## src/rtl/conv_pkg.sv

```systemverilog
// Shared defaults, sample type and streamer state encoding for the conv layer pipeline.
package conv_pkg;

   localparam int unsigned DATA_WIDTH      = 16;
   localparam int unsigned FRACTIONAL_BITS = 8;

   typedef logic signed [DATA_WIDTH-1:0] sample_t;

   typedef enum logic [1:0] {IDLE, ARM, STREAM} streamer_state_t;

   // Index width for a count of n items, never narrower than one bit.
   function automatic int unsigned idx_width(input int unsigned n);
      return (n > 1) ? $clog2(n) : 1;
   endfunction

endpackage

```

## src/rtl/conv_act_streamer_if.sv

```systemverilog
// Upstream result capture, status and downstream element stream of conv_act_streamer.
interface conv_act_streamer_if #(
   parameter int unsigned DATA_WIDTH   = conv_pkg::DATA_WIDTH,
   parameter int unsigned NUM_CHANNELS = 1,
   parameter int unsigned NUM_FRAMES   = 4
);

   localparam int unsigned CH_W = conv_pkg::idx_width(NUM_CHANNELS);
   localparam int unsigned FR_W = conv_pkg::idx_width(NUM_FRAMES);

   logic                         i_done_tick;
   logic signed [DATA_WIDTH-1:0] i_result [NUM_CHANNELS][NUM_FRAMES];
   logic                         o_busy;
   logic                         o_overrun;
   logic                         o_valid;
   logic                         i_ready;
   logic signed [DATA_WIDTH-1:0] o_data;
   logic [CH_W-1:0]              o_channel;
   logic [FR_W-1:0]              o_frame;
   logic                         o_last;

   modport master (
      input  i_done_tick, i_result, i_ready,
      output o_busy, o_overrun, o_valid, o_data, o_channel, o_frame, o_last
   );

   modport slave (
      output i_done_tick, i_result, i_ready,
      input  o_busy, o_overrun, o_valid, o_data, o_channel, o_frame, o_last
   );

endinterface

```

## src/rtl/conv_act_unit.sv

```systemverilog
// Single-element activation: ReLU by default, leaky ReLU when CONV_ACT_LEAKY_EN is defined.
module conv_act_unit #(
   parameter int unsigned DATA_WIDTH = conv_pkg::DATA_WIDTH,
   parameter int unsigned LEAK_SHIFT = 3
) (
   input  logic signed [DATA_WIDTH-1:0] x,
   output logic signed [DATA_WIDTH-1:0] y
);

`ifdef CONV_ACT_LEAKY_EN
   // Arithmetic shift floors toward minus infinity, so -1 stays -1.
   always_comb begin
      y = x;
      if (x[DATA_WIDTH-1]) begin
         y = x >>> LEAK_SHIFT;
      end
   end
`else
   logic unused_leak_shift;
   assign unused_leak_shift = ^LEAK_SHIFT;

   always_comb begin
      y = x;
      if (x[DATA_WIDTH-1]) begin
         y = '0;
      end
   end
`endif

endmodule

```

## src/rtl/conv_act_streamer.sv

```systemverilog
// Captures the conv result array through the activation and streams it frame-major.
// Build option: CONV_ACT_LEAKY_EN selects leaky ReLU (inside conv_act_unit).
module conv_act_streamer
   import conv_pkg::*;
#(
   parameter int unsigned DATA_WIDTH      = conv_pkg::DATA_WIDTH,
   parameter int unsigned FRACTIONAL_BITS = conv_pkg::FRACTIONAL_BITS,
   parameter int unsigned NUM_CHANNELS    = 1,
   parameter int unsigned NUM_FRAMES      = 4,
   parameter int unsigned LEAK_SHIFT      = 3
) (
   input logic                 clk,
   input logic                 rst_n,
   conv_act_streamer_if.master bus
);

   localparam int unsigned TOTAL = NUM_CHANNELS * NUM_FRAMES;
   localparam int unsigned CH_W  = idx_width(NUM_CHANNELS);
   localparam int unsigned FR_W  = idx_width(NUM_FRAMES);
   localparam int unsigned IDX_W = idx_width(TOTAL);

   localparam logic [CH_W-1:0]  CH_LAST  = CH_W'(NUM_CHANNELS - 1);
   localparam logic [FR_W-1:0]  FR_LAST  = FR_W'(NUM_FRAMES - 1);
   localparam logic [IDX_W-1:0] IDX_LAST = IDX_W'(TOTAL - 1);

   streamer_state_t state_q, state_d;

   logic signed [DATA_WIDTH-1:0] act   [TOTAL];
   logic signed [DATA_WIDTH-1:0] res_q [TOTAL];
   logic [IDX_W-1:0]             idx_q, idx_d;
   logic [CH_W-1:0]              ch_q, ch_d;
   logic [FR_W-1:0]              fr_q, fr_d;
   logic                         overrun_q, overrun_d;
   logic                         last_elem, handshake, last_hs;

   logic unused_frac_bits;
   assign unused_frac_bits = ^FRACTIONAL_BITS;

   // Buffer is stored in stream order: element f*NUM_CHANNELS + c.
   for (genvar c = 0; c < int'(NUM_CHANNELS); c++) begin : g_ch
      for (genvar f = 0; f < int'(NUM_FRAMES); f++) begin : g_fr
         conv_act_unit #(
            .DATA_WIDTH (DATA_WIDTH),
            .LEAK_SHIFT (LEAK_SHIFT)
         ) u_act (
            .x (bus.i_result[c][f]),
            .y (act[f * int'(NUM_CHANNELS) + c])
         );
      end
   end

   assign last_elem = (idx_q == IDX_LAST);
   assign handshake = (state_q == STREAM) && bus.i_ready;
   assign last_hs   = handshake && last_elem;

   always_ff @(posedge clk or negedge rst_n) begin
      if (!rst_n) begin
         state_q <= IDLE;
      end else begin
         state_q <= state_d;
      end
   end

   always_comb begin
      state_d = state_q;
      unique case (state_q)
         IDLE:    if (bus.i_done_tick) state_d = ARM;
         ARM:     state_d = STREAM;
         STREAM:  if (last_hs) state_d = bus.i_done_tick ? ARM : IDLE;
         default: state_d = IDLE;
      endcase
   end

   // A done tick is only accepted from IDLE or on the final handshake edge.
   assign overrun_d = bus.i_done_tick &&
                      ((state_q == ARM) || ((state_q == STREAM) && !last_hs));

   always_comb begin
      idx_d = idx_q;
      ch_d  = ch_q;
      fr_d  = fr_q;
      if (state_q == ARM) begin
         idx_d = '0;
         ch_d  = '0;
         fr_d  = '0;
      end else if (handshake) begin
         idx_d = last_elem ? '0 : idx_q + 1'b1;
         if (ch_q == CH_LAST) begin
            ch_d = '0;
            fr_d = (fr_q == FR_LAST) ? '0 : fr_q + 1'b1;
         end else begin
            ch_d = ch_q + 1'b1;
         end
      end
   end

   always_ff @(posedge clk or negedge rst_n) begin
      if (!rst_n) begin
         res_q     <= '{default: '0};
         idx_q     <= '0;
         ch_q      <= '0;
         fr_q      <= '0;
         overrun_q <= 1'b0;
      end else begin
         if (state_q == ARM) begin
            res_q <= act;
         end
         idx_q     <= idx_d;
         ch_q      <= ch_d;
         fr_q      <= fr_d;
         overrun_q <= overrun_d;
      end
   end

   always_comb begin
      bus.o_busy    = (state_q != IDLE);
      bus.o_valid   = (state_q == STREAM);
      bus.o_overrun = overrun_q;
      bus.o_channel = ch_q;
      bus.o_frame   = fr_q;
      bus.o_data    = '0;
      bus.o_last    = 1'b0;
      if (state_q == STREAM) begin
         bus.o_data = res_q[idx_q];
         bus.o_last = last_elem;
      end
   end

endmodule
```

## src/flat_wrapper.sv

```systemverilog
// flat-port wrapper written by rule: the top's interface ports become plain ports
module conv_act_streamer_flat import conv_pkg::*;
#(
   parameter int unsigned DATA_WIDTH      = conv_pkg::DATA_WIDTH,
   parameter int unsigned FRACTIONAL_BITS = conv_pkg::FRACTIONAL_BITS,
   parameter int unsigned NUM_CHANNELS    = 1,
   parameter int unsigned NUM_FRAMES      = 4,
   parameter int unsigned LEAK_SHIFT      = 3
)
  (clk, rst_n, bus_i_done_tick, bus_i_result, bus_i_ready, bus_o_busy, bus_o_overrun, bus_o_valid, bus_o_data, bus_o_channel, bus_o_frame, bus_o_last);
  conv_act_streamer_if #(.DATA_WIDTH(DATA_WIDTH), .NUM_CHANNELS(NUM_CHANNELS), .NUM_FRAMES(NUM_FRAMES)) bus_i ();
  input logic clk;
  input logic rst_n;
  input wire logic [$bits(bus_i.i_done_tick)-1:0] bus_i_done_tick;
  input wire logic [$bits(bus_i.i_result)-1:0] bus_i_result;
  input wire logic [$bits(bus_i.i_ready)-1:0] bus_i_ready;
  output wire logic [$bits(bus_i.o_busy)-1:0] bus_o_busy;
  output wire logic [$bits(bus_i.o_overrun)-1:0] bus_o_overrun;
  output wire logic [$bits(bus_i.o_valid)-1:0] bus_o_valid;
  output wire logic [$bits(bus_i.o_data)-1:0] bus_o_data;
  output wire logic [$bits(bus_i.o_channel)-1:0] bus_o_channel;
  output wire logic [$bits(bus_i.o_frame)-1:0] bus_o_frame;
  output wire logic [$bits(bus_i.o_last)-1:0] bus_o_last;
  assign bus_i.i_done_tick = bus_i_done_tick;
  assign bus_i.i_result = {>>{bus_i_result}};
  assign bus_i.i_ready = bus_i_ready;
  assign bus_o_busy = bus_i.o_busy;
  assign bus_o_overrun = bus_i.o_overrun;
  assign bus_o_valid = bus_i.o_valid;
  assign bus_o_data = bus_i.o_data;
  assign bus_o_channel = bus_i.o_channel;
  assign bus_o_frame = bus_i.o_frame;
  assign bus_o_last = bus_i.o_last;
  conv_act_streamer #(.DATA_WIDTH(DATA_WIDTH), .FRACTIONAL_BITS(FRACTIONAL_BITS), .NUM_CHANNELS(NUM_CHANNELS), .NUM_FRAMES(NUM_FRAMES), .LEAK_SHIFT(LEAK_SHIFT)) u_core (.clk(clk), .rst_n(rst_n), .bus(bus_i));
endmodule
```

## config.mk

```make
export PLATFORM = sky130hd
export DESIGN_NAME = conv_act_streamer_flat
export DESIGN_NICKNAME = d
export VERILOG_FILES = /design/src/rtl/conv_pkg.sv /design/src/rtl/conv_act_streamer_if.sv /design/src/rtl/conv_act_unit.sv /design/src/rtl/conv_act_streamer.sv /design/src/flat_wrapper.sv
export SDC_FILE = /design/constraint.sdc
export NUM_CORES = 1
export LEC_CHECK = 0
export CAP_MARGIN = 15
export CORE_ASPECT_RATIO = 1.75
export CORE_MARGIN = 2
export CORE_UTILIZATION = 57
export CTS_BUF_LIST = sky130_fd_sc_hd__clkbuf_16
export CTS_CLUSTER_SIZE = 40
export DETAILED_ROUTE_END_ITERATION = 8
export DONT_BUFFER_PORTS = 1
export PLACE_DENSITY = 0.82
export SETUP_SLACK_MARGIN = 0.3
export SLEW_MARGIN = 0
export SYNTH_ARGS = -nofsm -noshare
export SYNTH_HDL_FRONTEND = slang
export SYNTH_SLANG_ARGS = --single-unit
```

## constraint.sdc

```tcl
create_clock -name clk -period 1.22 [get_ports clk]
set_input_delay 0.244 -clock clk [delete_from_list [all_inputs] [get_ports clk]]
set_output_delay 0.244 -clock clk [all_outputs]
set_load 0.05 [all_outputs]
```

==> summary.txt, run 1 <==
Run status
  – Error: [ERROR DPL-0038] Utilization greater than 100%, impossible to legalize
  – Outcome: aborted with a tool error
  – Last stage: global routing (5_1_grt)

STA
  – WEP type: top-level output
  – Worst_ep grt: bus_o_data[7]

Clock network
  – CTS root buf: clkbuf_16
  – CTS H-tree lvls: 3
  – Num Clock Sinks: 67
  – Clock Tree Buf Depth: 2
  – CTS Buf Count: 9

Yosys
  – Complex-gate fraction of the synthesized area: 14.4%
  – Count of cell types in the netlist: 29
  – Yosys warning count: 0
  – Syn avg cell area: 9.82 um2
  – Gate Count Post-Synth: 351
  – Post-synth top area share: 48.7%
  – #FFs+latches synth: 67
  – Post-synthesis adder-cell area fraction: 0.726%
  – Post-synthesis mux area share: 8.71%
  – Largest family of logic cells by synthesized area: simple AND/OR/NAND/NOR gates
  – Post-Synth XOR/XNOR Area: 0%
  – Synth top area cells: dfrtp_1 49%, nand2b_1 11%, mux2i_1 8.7%, nand2_1 7.2%, o21ai_0 6.1%
  – Post-Syn Area: 3450 um2
  – Area share of and/or/nand/nor cells after synthesis: 21.3%
  – Sequential area share after synthesis: 48.7%
  – Yosys top cell by area: dfrtp_1

Floorplanning
  – Rows: 37
  – Die Wd: 62.8 um
  – Die Height: 107 um
  – # IOs: 91
  – Initial Util: 58.6%

Place
  – Placer Congestion: 0.781
  – DP Wirelength: 5.68 mm
  – Port bufs: 0
  – DP Worst Slack: -0.371 ns

Global route
  – Largest net degree at the start of global routing: 68
-- Yosys cell counts --
cell      count
nor3b_1       1
nor2b_2       1
o22ai_1       6
a31oi_1       1
buf_2         4
a32oi_1       1
clkbuf_1      8
buf_4         4
nand2b_4      2
o41ai_1       1
o22ai_2       9
a21oi_1       1
and2_1        1
buf_6        11
conb_1        1
nand2_4       1
dfrtp_1      67
nand2_1      66
nand2b_1     62
or4_1         1
inv_1         2
a21boi_1      1
nor2_1        1
mux2i_1      30
ha_1          2
o21ai_1      18
o21ai_0      42
o311ai_0      1
nand3_1       5
-- what timing repair did --
item,CTS
gates cloned,16
endpoints found under the hold margin,67
setup endpoints to repair,88
buffers inserted,22
pin swaps,4
gates resized for setup,80
-- stage by stage --
step	cell area (um2)	utilization [%]	instances	hold slack [ns]	TNS (ns)
2_1_floorplan	3650	-	352	-0.0516	-6.03
3_3_place_gp	4030	68.6	442	-0.0493	-4.19
3_5_place_dp	4030	68.6	442	-0.0500	-4.34
4_1_cts	5360	91.1	494	-0.397	-22.59
-- logic make-up after synthesis --
logic type	after synthesis
flip-flops	67
other	1
AO/OA/AOI/OAI	81
adder cells (fa/ha/maj)	2
buffers and inverters	29
multiplexers	30
AND/OR/NAND/NOR	141
==> inputs of run 2 (changes only) <==
--- a/config.mk
+++ b/config.mk
@@ -6,15 +6,11 @@
 export NUM_CORES = 1
 export LEC_CHECK = 0
 export CAP_MARGIN = 15
-export CORE_ASPECT_RATIO = 1.75
 export CORE_MARGIN = 2
-export CORE_UTILIZATION = 57
-export CTS_BUF_LIST = sky130_fd_sc_hd__clkbuf_16
-export CTS_CLUSTER_SIZE = 40
+export CORE_UTILIZATION = 40
 export DETAILED_ROUTE_END_ITERATION = 8
 export DONT_BUFFER_PORTS = 1
-export PLACE_DENSITY = 0.82
-export SETUP_SLACK_MARGIN = 0.3
+export PLACE_DENSITY_LB_ADDON = 0.15
 export SLEW_MARGIN = 0
 export SYNTH_ARGS = -nofsm -noshare
 export SYNTH_HDL_FRONTEND = slang
==> constraint.sdc (replaced) <==
create_clock -name clk -period 1.6 [get_ports clk]
set_input_delay 0.32 -clock clk [delete_from_list [all_inputs] [get_ports clk]]
set_output_delay 0.32 -clock clk [all_outputs]
set_load 0.05 [all_outputs]
==> summary.txt, run 2 <==
Global route
  – Vias in the first global route: 2540
  – Total GRT Usage: 18.6%
  – Initial antenna violation count: 0
  – Gr ovfl total: 0
  – First-pass GRT wire length: 13.6 mm
  – Largest net degree at the start of global routing: 68

Layout
  – Area growth syn-to-layout: 27.7%
  – Largest reg by FF count: u_core.res_q
  – Ratio of cells with drive above 1 in the final layout: 25.5%
  – Most frequent cells in the layout: 66 x nand2_1, 64 x dfrtp_1, 62 x nand2b_1, 42 x o21ai_0, 21 x buf_4
  – Nets@finish: 454
  – ANT cells: 0
  – Max FFs per register: 60
  – Leading cell type in the layout, fill and taps excluded: nand2_1

Yosys
  – Post-Syn Area: 3450 um2
  – Sequential area share after synthesis: 48.7%
  – Yosys warning count: 0
  – Asr flop ratio synth: 100%
  – Gate Count Post-Synth: 351
  – #FFs+latches synth: 67
  – Synth Flop Type: dfrtp_1
  – Yosys top cell by area: dfrtp_1
  – Count leader, synth: dfrtp_1
  – Synth cell count leaders: 67 x dfrtp_1, 66 x nand2_1, 62 x nand2b_1
  – Syn avg cell area: 9.82 um2
  – EDFF count, synth: 0
  – Synth top area cells: dfrtp_1 49%, nand2b_1 11%, mux2i_1 8.7%, nand2_1 7.2%, o21ai_0 6.1%
  – Count of cell types in the netlist: 29
  – Post-synth top area share: 48.7%

Clock network
  – Worst-path clk slew: 0.07 ns
  – Num Clock Sinks: 67
  – Clock Tree Buf Depth: 2
  – CTS H-tree lvls: 3
  – CTS root buf: clkbuf_8
  – CTS tree: yes
  – CTS Buf Count: 9
  – Clock Latency Late Sink: 0.34 ns

Route
  – Initial drt markers: 145
  – Vias per cell: 5.01
  – Antenna Nets Post-Route: 0
  – Routed len/inst: 16.3 um
  – Total number of vias: 2469
  – DR pass1 iterations: 4
  – Routed wire length: 8.05 mm
  – DRC violations left: 0

Floorplanning
  – Die Wd: 96.8 um
  – Die Height: 96.8 um
  – Rows: 33
  – Core footprint: 8300 um2
  – Initial Util: 41.5%
  – Die ar.: 9370 um2
  – # IOs: 91

STA
  – Final setup TNS: -4.72 ns
  – Fin. max-slew vios: 0
  – Final Hold Fails: 67
  – Setup Skew: 0.00706 ns
  – Final Setup Violations: 16
  – Final worst setup slack: -0.331 ns
  – Final min period: 1.93 ns
  – Period utilization: 121%
  – RSZ-0062 raised after global routing: true
  – Final Hold Slack: -0.331 ns
  – Fmax: 0.518 GHz

Place
  – DP Worst Slack: -0.0233 ns
  – Placer Congestion: 0.735
  – Port bufs: 0
  – DP Wirelength: 5.72 mm

Power
  – Clock share of power: 14.6%
  – Switching Fraction: 41.4%
  – Power Internal: 4870 uW
  – Logic pwr share: 52.9%
  – Peak VDD IR: 0.732 mV
  – Static leakage: 0.00179 uW
  – Reg power frac: 32.4%
  – PwrDens: 1890 nW/um2
  – P_sw: 3440 uW

Min path
  – Path type of the worst min-delay path: in -> async

Run status
  – Outcome: finished with violations
  – Violated checks: negative hold slack, negative setup slack

Critical path
  – CP Max Fanout: 7
  – CP arrival: 1.61 ns
  – CP startpoint kind: flop
  – Critical path required time: 1.28 ns
  – Critical path class: reg -> out
  – Crit end category: output pin

Job
  – Max-cap violations: 0
==> run 2: cell counts after synthesis <==
Identical to the previous run, type by type.
==> run 2: repair_timing <==
item,4_1_cts,5_1_grt
endpoints found under the hold margin,67,67
cloned,1,0
setup buffers,4,1
resized for setup,29,6
setup endpoints to repair,17,17
pin swaps,2,6
==> run 2: cell type report <==
type                            count  area (um2)
Multi-Input combinational cell    257        1800
Timing Repair Buffer               47         608
Clock inverter                      5        30.0
Tap cell                          105         131
Fill cell                         780        3900
Clock buffer                       10         138
Inverter                            2        10.0
Sequential cell                    67        1680
==> run 2: critical path: stages (launching register included) <==
cell	delay (ns)
dfrtp_2	0.43
nor2b_4	0.15
buf_6	0.12
nand2b_4	0.08
buf_12	0.16
o22ai_4	0.17
buf_12	0.16
==> run 2: layer usage <==
metal  GRT usage (%)  wire length (um)  up-vias
li1                -                 -     1251
met2            27.6              3840       53
met1            26.7              3790     1158
met4            4.88                77        0
met3            5.42               346        7
met5               0                 0        -
==> run 2: worst paths after layout <==
path / end / startpoint / depth (start not counted) / slack, ns
hold / removal: u_core.bus.o_overrun$_DFF_PN0_ / rst_n / 0 / -0.33
max in group asynchronous: u_core.idx_q[0]$_DFFE_PN0P_ / rst_n / 0 / 1.81
min in group clk: u_core.state_q[0]$_DFFE_PN0P_ / bus_i_done_tick / 2 / 0.10
setup / recovery: bus_o_data[13] / u_core.state_q[0]$_DFFE_PN0P_ / 6 / -0.33
setup reg to reg: u_core.idx_q[0]$_DFFE_PN0P_ / u_core.idx_q[1]$_DFFE_PN0P_ / 3 / 0.27
hold reg to reg: u_core.res_q[39]$_DFFE_PN0N_ / u_core.res_q[39]$_DFFE_PN0N_ / 2 / 0.48
==> run 2: through the flow <==
step                      utilization (%)  power, uW  hold WS, ns  std cells  cell area [um2]
after global placement               48.6       6580       0.0262        472             4040
after global routing                 53.0       8890       -0.361        493             4400
after CTS                            52.7       8330       -0.343        492             4370
final                                53.0       8310       -0.331        493             4400
after floorplan                         -       5430       0.0244        352             3590
after detailed placement             48.6       6640       0.0266        472             4040
==> run 2: power groups by stage <==
stage | Clock (uW) | Sequential (uW) | Combinational [uW]
final | 1220 | 2700 | 4400
after global routing | 1350 | 2770 | 4770
after CTS | 1250 | 2690 | 4390
after detailed placement | 0 | 2690 | 3950
after global placement | 0 | 2690 | 3890
after floorplan | 0 | 2690 | 2740
==> run 2: cell families after synthesis <==
group                      after synthesis  synth area share, %
other                                    1                0.109
and+or+nand+nor                        141                 21.3
adders and majority gates                2                0.726
muxes                                   30                 8.71
buffers and inverters                   29                 6.14
AOI/OAI and AO/OA                       81                 14.4
DFF                                     67                 48.7
Note: power is estimated with default switching activity, not from simulation.
==> inputs of run 3 (changes only) <==
--- a/config.mk
+++ b/config.mk
@@ -5,13 +5,14 @@
 export SDC_FILE = /design/constraint.sdc
 export NUM_CORES = 1
 export LEC_CHECK = 0
-export CAP_MARGIN = 15
 export CORE_MARGIN = 2
 export CORE_UTILIZATION = 40
+export CTS_CLUSTER_SIZE = 16
 export DETAILED_ROUTE_END_ITERATION = 8
 export DONT_BUFFER_PORTS = 1
 export PLACE_DENSITY_LB_ADDON = 0.15
 export SLEW_MARGIN = 0
 export SYNTH_ARGS = -nofsm -noshare
 export SYNTH_HDL_FRONTEND = slang
+export SYNTH_HIERARCHICAL = 1
 export SYNTH_SLANG_ARGS = --single-unit
==> summary.txt, run 3 <==
Critical path
  – R2R depth: 5
  – Critical path required time: 1.28 ns
  – CP arrival: 1.61 ns
  – Critical path class: reg -> out
  – Crit end category: output pin
  – CP Max Fanout: 8
  – CP startpoint kind: flop

Floorplanning
  – # IOs: 91
  – Die Wd: 105 um
  – Die ar.: 11000 um2
  – Rows: 36
  – Die Height: 105 um
  – Core footprint: 9820 um2
  – Initial Util: 41.4%

STA
  – Fmax: 0.518 GHz
  – RSZ-0062 raised after global routing: true
  – Final worst setup slack: -0.330 ns
  – Fin. max-slew vios: 0
  – Final Hold Slack: -0.329 ns
  – Final min period: 1.93 ns
  – Final Hold Fails: 71
  – Period utilization: 121%
  – Setup Skew: 0.0107 ns
  – Final setup TNS: -5.27 ns
  – Final Setup Violations: 17

Route
  – DR pass1 iterations: 4
  – Initial drt markers: 79
  – Routed wire length: 9.27 mm
  – Total number of vias: 2397
  – Antenna Nets Post-Route: 0
  – Routed len/inst: 19.5 um
  – DRC violations left: 0
  – Vias per cell: 5.05

Yosys
  – Synth Flop Type: dfrtp_1
  – Syn Nets: 373
  – Count of cell types in the netlist: 31
  – Post-synthesis adder-cell area fraction: 0.615%
  – Post-synthesis mux area share: 30.2%
  – Complex-gate fraction of the synthesized area: 3.57%
  – Asr flop ratio synth: 100%
  – Sequential area share after synthesis: 43.7%
  – Synth cell count leaders: 71 x dfrtp_1, 50 x mux2_4, 32 x mux2i_1
  – EDFF count, synth: 0
  – Count leader, synth: dfrtp_1
  – Post-synth top area share: 43.7%
  – Yosys top cell by area: dfrtp_1
  – Gate Count Post-Synth: 303
  – Largest family of logic cells by synthesized area: multiplexers
  – Area share of and/or/nand/nor cells after synthesis: 14.7%
  – #FFs+latches synth: 71
  – Post-Syn Area: 4070 um2
  – Post-Synth XOR/XNOR Area: 0%
  – Yosys warning count: 6
  – Synth top area cells: dfrtp_1 44%, mux2_4 18%, mux2i_1 7.9%, nor2b_2 6.0%, mux2_2 3.9%
  – Syn avg cell area: 13.4 um2

Clock network
  – CTS H-tree lvls: 3
  – CTS tree: yes
  – Clock Latency Late Sink: 0.34 ns
  – Clock Tree Buf Depth: 2
  – Num Clock Sinks: 71
  – CTS root buf: clkbuf_8
  – Worst-path clk slew: 0.08 ns
  – CTS Buf Count: 9

Place
  – Placed insts: 455
  – Placer Congestion: 0.731
  – DP Worst Slack: -0.0859 ns
  – Port bufs: 0
  – DP Wirelength: 5.99 mm

Min path
  – Path type of the worst min-delay path: in -> async

Layout
  – Largest reg by FF count: u_core/res_q
  – Nets@finish: 406
  – Max FFs per register: 64
  – Non-Filler Instances: 475
  – Area growth syn-to-layout: 31.2%
  – Ratio of cells with drive above 1 in the final layout: 63.6%
  – Most frequent cells in the layout: 70 x dfrtp_1, 50 x mux2_4, 28 x nor2b_2, 20 x buf_12
  – Leading cell type in the layout, fill and taps excluded: dfrtp_1

Power
  – Static leakage: 0.00224 uW
  – PwrDens: 1990 nW/um2
  – Peak VDD IR: 0.976 mV

Run status
  – Outcome: finished with violations
  – Violated checks: negative hold slack, negative setup slack

Global route
  – Total GRT Usage: 17.2%
  – First-pass GRT wire length: 14.6 mm
  – Gr ovfl total: 0
  – Initial antenna violation count: 1
  – Largest net degree at the start of global routing: 72
  – Vias in the first global route: 2655

Job
  – Max-cap violations: 0
-- run 3: path summary, 6_finish.rpt --
check	from	end	slack [ns]
worst min register to register	u_core/res_q[13]$_DFFE_PN0N_	u_core/res_q[13]$_DFFE_PN0N_	0.51
worst max register to register	u_core/state_q[0]$_DFFE_PN0P_	u_core/res_q[14]$_DFFE_PN0N_	0.03
max in group asynchronous	rst_n	u_core/res_q[15]$_DFFE_PN0N_	1.80
worst min-delay path	rst_n	u_core/bus.o_frame[0]$_DFFE_PN0P_	-0.33
min in group clk	bus_i_done_tick	u_core/bus.o_overrun$_DFF_PN0_	0.13
worst max-delay path	u_core/idx_q[1]$_DFFE_PN0P_	bus_o_data[13]	-0.33
-- run 3: layout make-up --
class / instances / area (um2)
multi-input cells: 205 / 2470
repair buffers: 47 / 714
diodes: 1 / 2.50
clock inverters: 6 / 60.1
flip-flops and latches: 71 / 1780
clock buffers: 10 / 138
inverters: 2 / 10.0
well taps: 133 / 166
fillers: 865 / 4480
-- run 3: repair_timing --
action / 4_1_cts / 5_1_grt
endpoints found under the setup margin: 19 / 29
resized for setup: 31 / 30
hold endpoints to repair: 71 / 71
pin swaps: 3 / 11
setup buffers: 0 / 7
cloned: 0 / 4
-- run 3: kinds of logic (layout without fill, tap and decap cells) --
kind of cell	Yosys count	after routing
AO/OA/AOI/OAI	22	22
adder cells (fa/ha/maj)	2	2
buffers and inverters	27	65
flip-flops	71	71
multiplexers	96	96
other	5	6
AND/OR/NAND/NOR	80	80
-- run 3: layer usage --
| metal | vias to the layer above | GRT usage, % | part of all wire, % |
|---|---|---|---|
| met5 | - | 0 | 0 |
| met4 | 0 | 3.81 | 0.50 |
| met3 | 4 | 5.93 | 5.7 |
| met2 | 73 | 26.9 | 49 |
| met1 | 1204 | 23.0 | 45 |
| li1 | 1116 | - | - |
-- run 3: power breakdown --
| group | total, uW | switching [uW] | leakage [uW] | internal, uW |
|---|---|---|---|---|
| Combinational | 6050 | 2710 | 0.00124 | 3340 |
| Sequential | 3130 | 612 | 0.000910 | 2520 |
| Clock | 1450 | 695 | 0.0000981 | 755 |
| Total | 10600 | 4020 | 0.00224 | 6610 |
-- run 3: metrics by stage --
step | util [%] | power (uW) | cell area [um2]
detailed placement | 48.3 | 8130 | 4740
floorplan | - | 6800 | 4290
global placement | 48.3 | 8100 | 4740
finish | 54.3 | 10600 | 5340
CTS | 51.9 | 10100 | 5090
global route | 54.3 | 11200 | 5340
-- run 3: critical path, stage by stage, from the launching register on --
cell,delay (ns)
dfrtp_2,0.43
buf_6,0.13
clkbuf_16,0.16
mux2i_1,0.16
o22ai_4,0.23
buf_12,0.16
==> inputs of run 4 (changes only) <==
--- a/config.mk
+++ b/config.mk
@@ -10,7 +10,7 @@
 export CTS_CLUSTER_SIZE = 16
 export DETAILED_ROUTE_END_ITERATION = 8
 export DONT_BUFFER_PORTS = 1
-export PLACE_DENSITY_LB_ADDON = 0.15
+export SETUP_SLACK_MARGIN = 0.15
 export SLEW_MARGIN = 0
 export SYNTH_ARGS = -nofsm -noshare
 export SYNTH_HDL_FRONTEND = slang
==> summary.txt, run 4 (synthesized netlist as in run 3, its figures left out) <==
Floorplanning
  – Core footprint: 9820 um2
  – Die Wd: 105 um
  – Die ar.: 11000 um2
  – Rows: 36
  – Initial Util: 41.4%
  – Die Height: 105 um
  – # IOs: 91

Layout
  – Storage element area: 1780 um2
  – Nets@finish: 430
  – Leading cell type in the layout, fill and taps excluded: dfrtp_1
  – Most frequent cells in the layout: 68 x dfrtp_1, 50 x mux2_4, 28 x nor2b_2, 27 x buf_4
  – Multi-input gate area: 2300 um2
  – Max FFs per register: 64
  – Area growth syn-to-layout: 36.2%
  – Filler Cells Inserted: 840
  – ANT cells: 0
  – Ratio of cells with drive above 1 in the final layout: 61.6%
  – Largest reg by FF count: u_core/res_q
  – Design area: 5540 um2

STA
  – Fin. max-slew vios: 0
  – Fmax: 0.517 GHz
  – Final Hold Slack: -0.344 ns
  – Final Setup Violations: 84
  – Setup Skew: 0.0128 ns
  – Final min period: 1.93 ns
  – RSZ-0062 raised after global routing: true
  – Period utilization: 121%
  – Final setup TNS: -13.91 ns
  – Final worst setup slack: -0.333 ns
  – Final Hold Fails: 71

Global route
  – Vias in the first global route: 2783
  – Total GRT Usage: 18.4%
  – Gr ovfl total: 0
  – Largest net degree at the start of global routing: 72
  – Initial antenna violation count: 0
  – First-pass GRT wire length: 15.5 mm

Critical path
  – CP arrival: 1.61 ns
  – CP startpoint kind: flop
  – R2R setup slack: -0.25 ns
  – Crit end category: output pin
  – Critical path class: reg -> out
  – Critical path required time: 1.28 ns
  – CP Max Fanout: 15

Route
  – Total number of vias: 2498
  – Vias per cell: 5.02
  – Antenna Nets Post-Route: 0
  – Routed wire length: 9.61 mm
  – Routed len/inst: 19.3 um
  – DR pass1 iterations: 4
  – Initial drt markers: 81
  – DRC violations left: 0

Run status
  – Violated checks: negative hold slack, negative setup slack
  – Outcome: finished with violations

Clock network
  – CTS Buf Count: 9
  – CTS H-tree lvls: 3
  – Clock Latency Late Sink: 0.35 ns
  – Clock Tree Buf Depth: 2
  – CTS tree: yes
  – Num Clock Sinks: 71
  – Worst-path clk slew: 0.08 ns
  – CTS root buf: clkbuf_8

Place
  – Placer Congestion: 0.773
  – Port bufs: 0
  – Placed Area: 4750 um2
  – DP Wirelength: 6.03 mm

Power
  – Static leakage: 0.00240 uW
  – Peak VDD IR: 0.913 mV
  – PwrDens: 1980 nW/um2

Job
  – Max-cap violations: 0

Min path
  – Path type of the worst min-delay path: in -> async
run 4: cell count changes in the layout (fill, tap and decap cells not counted), moves of 4 or more:
cell	change
buf_4	+15
buf_12	+4
buf_16	+8
clkbuf_16	-4
mux2i_2	-9
mux2i_1	+19
mux2i_4	-10
run 4: what timing repair did:
action,CTS,global route
pin swaps,3,8
endpoints found under the hold margin,71,71
resized for setup,27,15
setup endpoints to repair,82,84
buffers inserted,12,6
cloned,9,0
run 4: worst paths after layout:
check,cells past startpoint,endpoint,start
min in group clk,1,u_core/bus.o_overrun$_DFF_PN0_,bus_i_done_tick
hold reg to reg,1,u_core/res_q[9]$_DFFE_PN0N_,u_core/res_q[9]$_DFFE_PN0N_
setup / recovery,5,bus_o_data[1],u_core/idx_q[1]$_DFFE_PN0P_
setup reg to reg,8,u_core/res_q[6]$_DFFE_PN0N_,u_core/state_q[0]$_DFFE_PN0P_
max in group asynchronous,0,u_core/res_q[30]$_DFFE_PN0N_,rst_n
hold / removal,0,u_core/idx_q[1]$_DFFE_PN0P_,rst_n
run 4: stage by stage:
step | power, uW | instances | setup slack, ns | util, %
4_1_cts | 10700 | 492 | -0.359 | 55.2
3_5_place_dp | 8170 | 455 | -0.0582 | 48.3
3_3_place_gp | 8090 | 455 | -0.0492 | 48.3
5_1_grt | 11500 | 498 | -0.398 | 56.4
2_1_floorplan | 6810 | 303 | -0.209 | -
6_report | 11000 | 498 | -0.333 | 56.4
run 4: worst max-delay path, cell delays in order, from the launching register on:
cell	delay [ns]
dfrtp_2	0.45
buf_12	0.17
buf_4	0.15
mux2i_1	0.13
o22ai_2	0.16
buf_6	0.18
run 4: where the power goes:
part | switching (uW) | internal, uW | total (uW) | leakage, uW
Clock | 704 | 921 | 1630 | 0.000110
Sequential | 514 | 2520 | 3030 | 0.000907
Combinational | 2730 | 3590 | 6320 | 0.00139
Total | 3950 | 7020 | 11000 | 0.00240
run 4: metal layers:
layer	track usage, %	wire length [um]	up-vias
met5	0	0	-
met4	4.00	66	0
met3	6.18	563	7
met2	30.0	4790	75
met1	23.8	4190	1259
li1	-	-	1157
run 4: cell type report:
cell class	count	area share, %
Clock buffer	11	2.55
Sequential cell	71	32.1
Multi-Input combinational cell	205	41.5
Inverter	2	0.181
Tap cell	133	3.00
Clock inverter	5	1.47
Timing Repair Buffer	71	19.2
